File: src/rtl/map_pixel_source.sv
// map_pixel_source: generates the colour for the VGA driver from the SLAM
// occupancy map. It looks 3 pixels ahead of the driver's counters so the
// registered colour lands exactly on the pixel the driver is emitting.
// A robot-pose marker is overlaid, and pose updates are deferred to frame
// boundaries so the marker never tears mid-frame.
module map_pixel_source #(
  parameter int          H_MAX      = 1800,
  parameter int          V_MAX      = 1000,
  parameter int          MAP_W_LOG2 = 8,
  parameter int          MAP_H      = 225,
  parameter int          CELL_SHIFT = 2,
  parameter int          X_OFF      = 288,
  parameter int          Y_OFF      = 0,
  parameter logic [11:0] BORDER_RGB = 12'h008,
  parameter logic [11:0] MARKER_RGB = 12'hF00
) (
  input  logic        pxlClk,
  input  logic        reset,
  input  logic [13:0] hCntr,
  input  logic [13:0] vCntr,
  output logic [15:0] map_addr,
  input  logic [7:0]  map_data,
  input  logic [7:0]  pose_x,
  input  logic [7:0]  pose_y,
  input  logic        pose_strobe,
  input  logic        marker_en,
  output logic [11:0] rgb_out
);

  localparam logic [13:0] H_LIM = 14'(H_MAX);
  localparam logic [13:0] V_LIM = 14'(V_MAX);
  localparam logic [13:0] X_LO  = 14'(X_OFF);
  localparam logic [13:0] Y_LO  = 14'(Y_OFF);
  localparam logic [13:0] X_END = 14'(X_OFF + ((1 << MAP_W_LOG2) << CELL_SHIFT));
  localparam logic [13:0] Y_END = 14'(Y_OFF + (MAP_H << CELL_SHIFT));

  // Lookahead coordinates (the pixel that will be on screen 3 cycles from now)
  logic [13:0] h_sum;
  logic [13:0] v_next;
  logic [13:0] look_h;
  logic [13:0] look_v;

  // Map-space decode of the lookahead pixel
  logic        x_lo_ok;
  logic        y_lo_ok;
  logic        in_map;
  logic [13:0] h_rel;
  logic [13:0] v_rel;
  logic [7:0]  cell_x;
  logic [7:0]  cell_y;
  logic        is_marker;

  // Pipeline state
  logic        s1_valid;
  logic [13:0] s1_h;
  logic [13:0] s1_v;
  logic        s1_in_map;
  logic        s1_marker;
  logic        s2_valid;
  logic        s2_in_map;
  logic        s2_marker;
  logic        frame_start;

  // Pose handshake state
  logic [7:0]  pending_x;
  logic [7:0]  pending_y;
  logic        pending_valid;
  logic [7:0]  active_x;
  logic [7:0]  active_y;
  logic        active_valid;

  // Only the upper nibble of a cell selects the grey level.
  logic        unused_map_bits;
  assign unused_map_bits = &{1'b0, map_data[3:0]};

  // Advance the driver counters by 3 pixels, wrapping line and frame.
  always_comb begin
    // NOTE: every variable gets a default before any branch so no latch is inferred.
    h_sum  = hCntr + 14'd3;
    v_next = vCntr + 14'd1;
    look_h = h_sum;
    look_v = vCntr;
    if (h_sum >= H_LIM) begin
      look_h = h_sum - H_LIM;
      look_v = (v_next >= V_LIM) ? 14'd0 : v_next;
    end
  end

  // A zero offset makes the lower-bound compare trivially true; skip it then.
  if (X_OFF == 0) begin : g_x_lo_zero
    assign x_lo_ok = 1'b1;
  end else begin : g_x_lo_cmp
    assign x_lo_ok = (look_h >= X_LO);
  end

  if (Y_OFF == 0) begin : g_y_lo_zero
    assign y_lo_ok = 1'b1;
  end else begin : g_y_lo_cmp
    assign y_lo_ok = (look_v >= Y_LO);
  end

  // Bounds are checked before the subtraction, so a negative offset result
  // only ever feeds cells that in_map already rejects.
  assign in_map    = x_lo_ok && (look_h < X_END) && y_lo_ok && (look_v < Y_END);
  assign h_rel     = look_h - X_LO;
  assign v_rel     = look_v - Y_LO;
  assign cell_x    = 8'(h_rel >> CELL_SHIFT);
  assign cell_y    = 8'(v_rel >> CELL_SHIFT);
  assign is_marker = marker_en && active_valid && in_map &&
                     (cell_x == active_x) && (cell_y == active_y);

  // The frame boundary is the cycle when stage 1 holds pixel (0,0).
  assign frame_start = s1_valid && (s1_h == 14'd0) && (s1_v == 14'd0);

  // Stage 1: latch lookahead pixel, issue the BRAM read, decide marker.
  always_ff @(posedge pxlClk) begin
    // NOTE: sequential state uses non-blocking assignments so every register samples pre-edge values.
    if (reset) begin
      s1_valid  <= 1'b0;
      s1_h      <= '0;
      s1_v      <= '0;
      s1_in_map <= 1'b0;
      s1_marker <= 1'b0;
      map_addr  <= '0;
    end else begin
      s1_valid  <= 1'b1;
      s1_h      <= look_h;
      s1_v      <= look_v;
      s1_in_map <= in_map;
      s1_marker <= is_marker;
      if (in_map) begin
        map_addr <= 16'({cell_y, cell_x[MAP_W_LOG2-1:0]});
      end
    end
  end

  // Stage 2: wait out the BRAM read latency alongside the pixel flags.
  always_ff @(posedge pxlClk) begin
    if (reset) begin
      s2_valid  <= 1'b0;
      s2_in_map <= 1'b0;
      s2_marker <= 1'b0;
    end else begin
      s2_valid  <= s1_valid;
      s2_in_map <= s1_in_map;
      s2_marker <= s1_marker;
    end
  end

  // Stage 3: pick border, marker or inverted-occupancy grey.
  always_ff @(posedge pxlClk) begin
    if (reset) begin
      rgb_out <= '0;
    end else if (!s2_valid) begin
      rgb_out <= '0;
    end else if (!s2_in_map) begin
      rgb_out <= BORDER_RGB;
    end else if (s2_marker) begin
      rgb_out <= MARKER_RGB;
    end else begin
      rgb_out <= {~map_data[7:4], ~map_data[7:4], ~map_data[7:4]};
    end
  end

  // Pose handshake: strobes land in pending; pending moves to active at frame start.
  always_ff @(posedge pxlClk) begin
    if (reset) begin
      pending_x     <= '0;
      pending_y     <= '0;
      pending_valid <= 1'b0;
      active_x      <= '0;
      active_y      <= '0;
      active_valid  <= 1'b0;
    end else begin
      if (frame_start && pending_valid) begin
        active_x      <= pending_x;
        active_y      <= pending_y;
        active_valid  <= 1'b1;
        pending_valid <= 1'b0;
      end
      // A strobe on the boundary cycle still becomes pending for the next frame.
      if (pose_strobe) begin
        pending_x     <= pose_x;
        pending_y     <= pose_y;
        pending_valid <= 1'b1;
      end
    end
  end

endmodule
File: config.mk
export PLATFORM = sky130hd
export DESIGN_NAME = map_pixel_source
export DESIGN_NICKNAME = d
export VERILOG_FILES = /design/src/rtl/map_pixel_source.sv
export SDC_FILE = /design/constraint.sdc
export NUM_CORES = 1
export LEC_CHECK = 0
export BUFFER_PORTS_ARGS = -buffer_cell sky130_fd_sc_hd__buf_4
export CORE_MARGIN = 4
export CORE_UTILIZATION = 55
export CTS_CLUSTER_DIAMETER = 40
export CTS_CLUSTER_SIZE = 14
export DETAILED_ROUTE_END_ITERATION = 10
export PLACE_DENSITY = 0.88
export REMOVE_ABC_BUFFERS = 1
export SLEW_MARGIN = 20
export SYNTH_ARGS = -nofsm -noshare
export SYNTH_HDL_FRONTEND = slang
export SYNTH_SLANG_ARGS = --single-unit
File: constraint.sdc
create_clock -name pxlClk -period 10.2 [get_ports pxlClk]
set_input_delay 2.04 -clock pxlClk [delete_from_list [all_inputs] [get_ports pxlClk]]
set_output_delay 2.04 -clock pxlClk [all_outputs]
set_load 0.02 [all_outputs]
==> impl_metrics.ini <==
[status]
status = finished clean

[clock_tree]
cts_setup_buffers = 0
clock-sinks = 93
clk_pin_slew_ns = 0.10
h-tree-depth = 3
clockRootBuffer = clkbuf_8
clk_latency_ns = 0.36
postCtsResizedCells = 0
cts_made_buffers = 9
cts_tree = done
ctsLongestPathBuffers = 2
hold_buffers = 0

[yosys]
post_synth_mux_area_share_pct = 10.0
synth_compound_area_share_pct = 16.7
postSynthCellCount = 576
synth_xor_area_share_pct = 7.01
ys_seq_area_share_pct = 36.6
async_flop_share_pct = 0
ys_types = 83
synth_edf_count = 0
synth_ff_type = dfxtp_1
synth_fa_ha_area_share_pct = 1.23
synth_area_sq_um = 5090
synth_warnings = 0
synth_top_family_by_area = simple AND/OR/NAND/NOR gates
ys_ff_latch = 93
synth-simple-area-share_pct = 23.4
avgSynthCellArea_sq_um = 8.83

[power_and_ir_drop]
p_sw_uw = 220
swShare_pct = 29.5
p_seq_share_pct = 51.0
peakVddDrop_mv = 0.0955
p_total_uw = 746
power_density_nw_per_um2 = 129
combPwrFrac_pct = 18.7
clockPowerShare_pct = 30.3
p_int_uw = 526
p_leak_nw = 2.37

[routing]
dr.pass1.iters = 4
drc = 0
wl_per_cell_um = 16.5
drtIter0Drc = 316
routed_via_density = 5.92
vias = 4402
final_antenna_net_count = 0
wirelength_mm = 12.3

[timing]
max_slew_margin_pct = 37.3
hold_viol_final = 0
post-route-min-period_ns = 7.09
hold_ws_ns = 0.449
fmax_ghz = 0.141
setup-violations-final = 0
worst_pin_slew_ns = 0.940
setup_tns_ns = 0
fin_worst_skew_ns = 0.00886
final_max_slew_viol_count = 0
grt_setup_unrepaired = no
fin_crit_sh_pct = 69.6

[floorplan]
fp.dieW_um = 104
die_h_um = 104
start_util_pct = 57.5
die-area_sq_um = 10900
num_rows = 34
coreArea_sq_um = 8850
ios = 84

[cells_and_area]
n_antenna_cell = 0
final_nets = 691
seq_area_sq_um = 1860
fillers = 767
multiInputGateArea_sq_um = 2970
final_layout_size_suffix_gt1_share_pct = 21.6
synthToLayoutAreaGrowth_pct = 14.1

[global_routing]
grt_pass1_vias = 4296
overflow = 0
grt_max_degree = 80
antenna_found_initial = 0
track_usage_pct = 22.7
grt_pass1_wl_mm = 20.7

[placement]
gp_congestion = 0.921
dp.final_hpwl_mm = 9.28
port_buffers = 79

[setup_path]
r2r_end = s1_marker
crit_end = s1_marker
slowest_delay_ns = 0.55
rr_worst_depth = 9
r2r_slack_ns = 7.50
crit_cells = 22
crit_path_top_delay_cell = or4_1
worst-path-buf-inv = 2
cp-end-kind = flop
cp_cell_sequence = buf_4, inv_1, ha_1, nor2b_2, nand2_1, xor2_1, ha_1, and4_1, or2_1, o221ai_2, a21oi_1, xnor2_1, ha_1, xor2_1, nand3_1, a21oi_1, o221ai_1, a211o_1, a211o_1, a2111o_1, or4_1, nor4_2
crit_start = hCntr[0]
path_max_fanout = 8
cp.required_ns = 10.48
critPathMostFrequentCell = ha_1
crit_type = in -> reg
cp-start-kind = input pin
crit_family = simple AND/OR/NAND/NOR gates
r2r-start = active_x[4]
worstPathArrival_ns = 7.37

[run]
drv_cap = 0

[min_path]
hold_class = reg -> reg
==> placed cells by master (no fill, tap or decap), drive strengths merged, types with 10 or more instances in the layout <==
master  count
o21ai      21
inv        19
nor3       18
xnor2      18
nand2      32
a21oi      27
nor4       10
mux2       15
nor2b      20
buf        80
dfxtp      93
xor2       14
mux2i      34
nand3      16
and3       10
nor2       82
==> cells by family after synthesis <==
logic type | count (synthesis)
and+or+nand+nor | 228
AOI/OAI and AO/OA | 113
DFF | 93
buffers and inverters | 53
muxes | 49
xor gates and xnor gates | 35
adders and majority gates | 5
==> worst min-delay path by stage <==
stage               from        end  slack (ns)  cells after the start
2_1_floorplan  s1_in_map  s2_in_map        0.41                      1
3_3_place_gp   s1_in_map  s2_in_map        0.42                      1
3_5_place_dp   s1_in_map  s2_in_map        0.43                      1
6_report       s1_in_map  s2_in_map        0.45                      1
5_1_grt        s1_in_map  s2_in_map        0.48                      1
4_1_cts        s1_in_map  s2_in_map        0.45                      1
==> power by group through the flow <==
stage | clock network, mW | logic [mW] | registers [mW]
after floorplan | 0 | 0.0799 | 0.390
after detailed placement | 0 | 0.138 | 0.389
after global routing | 0.246 | 0.153 | 0.382
after global placement | 0 | 0.135 | 0.388
after CTS | 0.231 | 0.138 | 0.381
final | 0.226 | 0.140 | 0.381
==> state kept, by name (all words and copies together) (netlist names) <==
| name | count |
|---|---|
| s2_in_map | 1 |
| s2_marker | 1 |
| rgb_out | 9 |
| s1_in_map | 1 |
| s1_marker | 1 |
| pending_y | 8 |
| active_valid | 1 |
| pending_valid | 1 |
| active_x | 8 |
| s2_valid | 1 |
| s1_h | 14 |
| active_y | 8 |
| s1_valid | 1 |
| s1_v | 14 |
| map_addr | 16 |
| pending_x | 8 |
==> layer usage <==
layer | vias up | share of wire (%) | GRT usage (%)
li1 | 2163 | - | -
met1 | 2083 | 46 | 31.0
met2 | 139 | 47 | 36.9
met3 | 17 | 5.5 | 4.66
met4 | 0 | 1.5 | 5.32
met5 | - | 0 | 0
==> worst reg2reg max path, cell delays in order (launching register included) <==
cell,delay [ns]
dfxtp_1,0.38
xor2_1,0.17
nand3_1,0.09
a21oi_1,0.11
o221ai_1,0.13
a211o_1,0.28
a211o_1,0.27
a2111o_1,0.43
or4_1,0.55
nor4_2,0.21
==> Yosys cell counts, types with 10 or more instances <==
| library cell | count | area (sq um) |
|---|---|---|
| dfxtp_1 | 93 | 1860 |
| nor2_1 | 81 | 304 |
| mux2i_1 | 34 | 340 |
| nand2_1 | 31 | 116 |
| a21oi_1 | 27 | 135 |
| nor2b_1 | 19 | 119 |
| o21ai_0 | 18 | 90.1 |
| xnor2_1 | 18 | 158 |
| clkbuf_1 | 17 | 63.8 |
| nor3_1 | 17 | 85.1 |
| inv_1 | 16 | 60.1 |
| mux2_2 | 15 | 169 |
| nand3_1 | 15 | 75.1 |
| xor2_1 | 13 | 114 |
| and3_1 | 10 | 62.6 |
==> cell type report <==
class                   count  area share, %
well taps                 108           2.33
repair buffers             80           10.3
clock buffers               9           2.13
inverters                  16           1.03
flip-flops and latches     93           32.1
clock inverters             7          0.991
multi-input cells         430           51.1
==> metrics by stage <==
| stage | setup WS, ns | utilization, % | area [sq um] | instances |
|---|---|---|---|---|
| finish | 3.11 | 65.6 | 5810 | 743 |
| floorplan | 3.72 | - | 4890 | 539 |
| global placement | 2.95 | 63.6 | 5620 | 727 |
| global route | 2.79 | 65.6 | 5810 | 743 |
| detailed placement | 2.79 | 63.6 | 5620 | 727 |
| CTS | 3.13 | 65.6 | 5810 | 743 |
(Power assumes the default switching activity.)
